[src/rtl/physical_idelay_tab_ctrl.sv]
// IDELAYE2 tap stepper: LD reload, single-tap steps with settle time,
// and lock status against the registered calibration target.
module physical_idelay_tab_ctrl #(
  parameter int INIT_TAB     = 0,
  parameter int SETTLE_WIDTH = 4
) (
  input  logic       i_clk,
  input  logic       local_arst_n,
  input  logic       i_idelayctrl_rdy,
  input  logic [4:0] i_tab_target,
  input  logic       i_hold,
  output logic       o_idelay_ld,
  output logic       o_idelay_ce,
  output logic       o_idelay_inc,
  output logic [4:0] o_tab_current,
  output logic       o_busy,
  output logic       o_locked
);

  localparam logic [4:0] INIT_V = 5'(INIT_TAB);

  localparam int I_WAIT   = 0;
  localparam int I_LOAD   = 1;
  localparam int I_SETTLE = 2;
  localparam int I_IDLE   = 3;
  localparam int I_STEP   = 4;

  typedef enum logic [4:0] {
    S_WAIT_RDY = 5'b00001,
    S_LOAD     = 5'b00010,
    S_SETTLE   = 5'b00100,
    S_IDLE     = 5'b01000,
    S_STEP     = 5'b10000
  } state_t;

  state_t                  state_q;
  state_t                  state_d;
  logic                    rdy_m;
  logic                    rdy_s;
  logic [4:0]              r_target;
  logic                    r_hold;
  logic [SETTLE_WIDTH-1:0] cnt_q;
  logic                    dir_q;
  logic [4:0]              tab_q;
  logic                    mismatch;
  logic                    go_step;

  assign mismatch = (r_target != tab_q);
  assign go_step  = state_q[I_IDLE] &&
                    state_d[I_STEP];

  // Two-flop synchroniser for IDELAYCTRL RDY
  always_ff @(posedge i_clk or negedge local_arst_n) begin
    if (!local_arst_n) begin
      rdy_m <= 1'b0;
      rdy_s <= 1'b0;
    end else begin
      rdy_m <= i_idelayctrl_rdy;
      rdy_s <= rdy_m;
    end
  end

  // Register target and hold requests once
  always_ff @(posedge i_clk or negedge local_arst_n) begin
    if (!local_arst_n) begin
      r_target <= 5'd0;
      r_hold   <= 1'b0;
    end else begin
      r_target <= i_tab_target;
      r_hold   <= i_hold;
    end
  end

  // State register
  always_ff @(posedge i_clk or negedge local_arst_n) begin
    if (!local_arst_n) begin
      state_q <= S_WAIT_RDY;
    end else begin
      state_q <= state_d;
    end
  end

  // Next state; loss of RDY overrides everything
  always_comb begin
    state_d = state_q;
    unique case (1'b1)
      state_q[I_WAIT]: begin
        if (rdy_s) state_d = S_LOAD;
      end
      state_q[I_LOAD]: begin
        state_d = S_SETTLE;
      end
      state_q[I_SETTLE]: begin
        if (&cnt_q) state_d = S_IDLE;
      end
      state_q[I_IDLE]: begin
        if (!r_hold && mismatch)
          state_d = S_STEP;
      end
      state_q[I_STEP]: begin
        state_d = S_SETTLE;
      end
      default: begin
        state_d = S_WAIT_RDY;
      end
    endcase
    if (!rdy_s) state_d = S_WAIT_RDY;
  end

  // Settle counter runs only while settling
  always_ff @(posedge i_clk or negedge local_arst_n) begin
    if (!local_arst_n) begin
      cnt_q <= '0;
    end else if (state_q[I_SETTLE]) begin
      cnt_q <= cnt_q + 1'b1;
    end else begin
      cnt_q <= '0;
    end
  end

  // Latch step direction on the IDLE decision
  always_ff @(posedge i_clk or negedge local_arst_n) begin
    if (!local_arst_n) begin
      dir_q <= 1'b0;
    end else if (go_step) begin
      dir_q <= (r_target > tab_q);
    end
  end

  // Track the tap value applied in the IDELAY
  always_ff @(posedge i_clk or negedge local_arst_n) begin
    if (!local_arst_n) begin
      tab_q <= INIT_V;
    end else if (state_q[I_LOAD]) begin
      tab_q <= INIT_V;
    end else if (state_q[I_STEP]) begin
      if (dir_q) tab_q <= tab_q + 5'd1;
      else       tab_q <= tab_q - 5'd1;
    end
  end

  assign o_idelay_ld   = state_q[I_LOAD];
  assign o_idelay_ce   = state_q[I_STEP];
  assign o_idelay_inc  = state_q[I_STEP] & dir_q;
  assign o_tab_current = tab_q;
  assign o_busy        = ~state_q[I_IDLE];
  assign o_locked      = state_q[I_IDLE] & ~mismatch;

endmodule

[config.mk]
export PLATFORM = sky130hd
export DESIGN_NAME = physical_idelay_tab_ctrl
export DESIGN_NICKNAME = d
export VERILOG_FILES = /design/src/rtl/physical_idelay_tab_ctrl.sv
export SDC_FILE = /design/constraint.sdc
export NUM_CORES = 1
export LEC_CHECK = 0
export CORE_MARGIN = 4
export CORE_UTILIZATION = 45
export DETAILED_ROUTE_END_ITERATION = 7
export MAX_ROUTING_LAYER = met4
export PLACE_DENSITY = 0.7
export REMOVE_ABC_BUFFERS = 1
export SKIP_CTS_REPAIR_TIMING = 1
export SLEW_MARGIN = 30
export SYNTH_ARGS = -nofsm -noshare
export SYNTH_HDL_FRONTEND = slang
export SYNTH_SLANG_ARGS = --single-unit
export TNS_END_PERCENT = 1
[constraint.sdc]
create_clock -name i_clk -period 2.6 [get_ports i_clk]
set_input_delay 0.52 -clock i_clk [delete_from_list [all_inputs] [get_ports i_clk]]
set_output_delay 0.52 -clock i_clk [all_outputs]
set_load 0.1 [all_outputs]
==> results_dict.tcl <==
set metrics [dict create \
    htree_num_levels 1 \
    critPathBufInv 2 \
    synth.largest_area_cell "dfrtp_1" \
    drt_iter0_drc 9 \
    finClkSkew_ns 0.00435 \
    min_path_type "reg2reg" \
    synth_compound_area_share_pct 9.18 \
    ant_nets 0 \
    synth_adder_area_share_pct 12.3 \
    fin_crit_sh_pct 88.5 \
    crit_path_max_incr_delay_ns 0.46 \
    dieArea_sq_um 3240 \
    maxCapViolCount 0 \
    synthMuxAreaShare_pct 2.32 \
    num_antenna_cells 0 \
    grt_max_degree 16 \
    grt_overflow 0 \
    p_total_uw 584 \
    fin_area_sq_um 1300 \
    yosysWarningCount 0 \
    wire_per_inst_microns 12.5 \
    layout_commonest_cell "dfrtp_1" \
    dp_hpwl_microns 1450 \
    tightest_slew_ns 0.659 \
    synth_area_sq_um 1080 \
    worstSetupPathType "reg2out" \
    vias_per_cell 5.03 \
    synth_area_leaders "dfrtp_1, ha_1, inv_1, nor2_1, dfstp_2" \
    final_cell_mix "dfrtp_1, buf_4, inv_1, nor2_1, ha_1" \
    area_growth_pct 20.8 \
    cp.required_ns 2.08 \
    synth-seq-cells 23 \
    period_needed_ns 2.30 \
    grt_usage_pct 13.5 \
    ir_worst_vdd_v 0.000368 \
    clk_pin_slew_ns 0.12 \
    ys_seq_area_share_pct 53.5 \
    cts_tree "built" \
    io_pins 19 \
    power.share.clock_pct 26.6 \
    synthSimpleGateAreaFrac_pct 15.1 \
    crit_chain "inv_1 > ha_1 > nand3_1 > nor3_1 > buf_12" \
    slew_violations 0 \
    post-place-ws_ns 0.655 \
    fmax_ghz 0.435 \
    die_y_microns 56.9 \
    power.internal_uw 452 \
    p_sw_share_pct 22.6 \
    finalNetCount 136 \
    core_area_sq_um 2250 \
    grt_pass1_wl_microns 3420 \
    setup_violations 0 \
    status "completed" \
    routabilityCongestion 0.747 \
    p_comb_share_pct 8.4 \
    cts_buffer_depth 2 \
    synth_top_family_by_area "simple AND/OR/NAND/NOR gates" \
    std_cell_rows 17 \
    setup_ws_ns 0.299 \
    die_w_microns 56.9 \
    pwr_density_cell_nw_per_um2 449 \
    p_sw_uw 132 \
    port_buffers 18 \
    via_count 724 \
    seqCellArea_sq_um 577 \
    synthCells 95 \
    synth_enable_flop_cells 0 \
    first_global_vias 772 \
    antenna_found_initial 0 \
    final_layout_size_suffix_gt1_share_pct 17.2 \
    clkLatencyLatePin_ns 0.30 \
    seqPwrFrac_pct 65.0 \
    worstPathArrival_ns 1.78 \
    wirelength_microns 1810 \
    netlist.area_leader.share_pct 51.1 \
    synth_flop_cell "dfrtp_1" \
    final_core_util_pct 57.7 \
    crit_family "flip-flops" \
    startpoint_type "flop" \
    avgSynthCellArea_sq_um 11.3 \
    synthXorXnorAreaFrac_pct 3.25 \
    cts_sinks 23 \
    drt_drc_violations_left 0 \
    hold_viol 0 \
    critPathMaxFanout 5 \
    leakagePower_nw 0.628 \
    cp_slowest_cell "dfrtp_1" \
    tns_ns 0 \
    final.fill_count 205 \
    grt_setup_unrepaired "no" \
    initial_core_util_pct 47.8 \
    root_buffer "clkbuf_4" \
    multi_input_area_sq_um 454 \
    relSlewSlack_pct 56.0 \
    synth-async-reset-ratio_pct 100 \
    place_area_sq_um 1270 \
    crit_path_end_kind "output port" \
    first_pass_iters 4 \
    numCtsBuffers 3 \
    synth.distinct_cells 31 \
]
-- metrics by stage --
step	hold WS [ns]	cells
after floorplan	0.224	93
after global placement	0.336	140
after detailed placement	0.347	140
after CTS	0.373	144
after global routing	0.388	144
final	0.366	144
-- sequential cells by signal (all words and copies together) (netlist names) --
| signal | cells |
|---|---|
| rdy_m | 1 |
| cnt_q | 4 |
| state_q | 5 |
| r_hold | 1 |
| o_tab_current | 5 |
| dir_q | 1 |
| r_target | 5 |
| rdy_s | 1 |
-- kinds of logic after synthesis --
kind of cell | count (synthesis)
AOI/OAI and AO/OA | 14
DFF | 23
buffers and inverters | 11
and+or+nand+nor | 31
muxes | 2
adders and majority gates | 10
xor gates and xnor gates | 4
-- final cells by class --
type / instances / share of cell area (%)
clock buffer: 4 / 2.02
sequential: 23 / 44.3
multi-input combinational: 61 / 34.9
timing repair buffer: 19 / 13.5
inverter: 9 / 2.60
tap: 28 / 2.69
-- Yosys cell counts, types with 2 or more instances --
library cell	n
nor2_1	9
a21oi_1	2
and2_1	4
nand2_1	5
ha_1	9
o21ai_0	3
nor2b_1	2
a21o_1	2
nand3_1	4
nor3_1	2
dfrtp_1	22
a21oi_2	2
inv_1	9
xnor2_1	3
-- metal layers --
metal  up-vias  wire length (microns)  global-route usage [%]
li1        365                      -                       -
met1       340                    895                    19.1
met2        15                    817                    19.4
met3         4                     71                    2.71
met4         0                     20                    4.30
met5         -                      0                       -
-- power groups by stage --
stage,combinational (mW),sequential [mW],clock (mW)
3_5_place_dp,0.0498,0.387,0
2_1_floorplan,0.0160,0.393,0
5_1_grt,0.0554,0.382,0.177
6_report,0.0493,0.380,0.155
4_1_cts,0.0503,0.380,0.160
3_3_place_gp,0.0489,0.387,0
-- worst paths after layout --
kind / slack, ns / end / start / depth (start not counted)
max: 0.30 / o_locked / o_tab_current[1] / 5
min: 0.37 / rdy_s / rdy_m / 0
max reg2reg: 0.86 / o_tab_current[4] / dir_q / 6
min reg2reg: 0.37 / rdy_s / rdy_m / 0
max in group asynchronous: 1.42 / state_q[4] / local_arst_n / 2
min in group asynchronous: 0.61 / o_tab_current[1] / local_arst_n / 1
(Power assumes the default switching activity.)
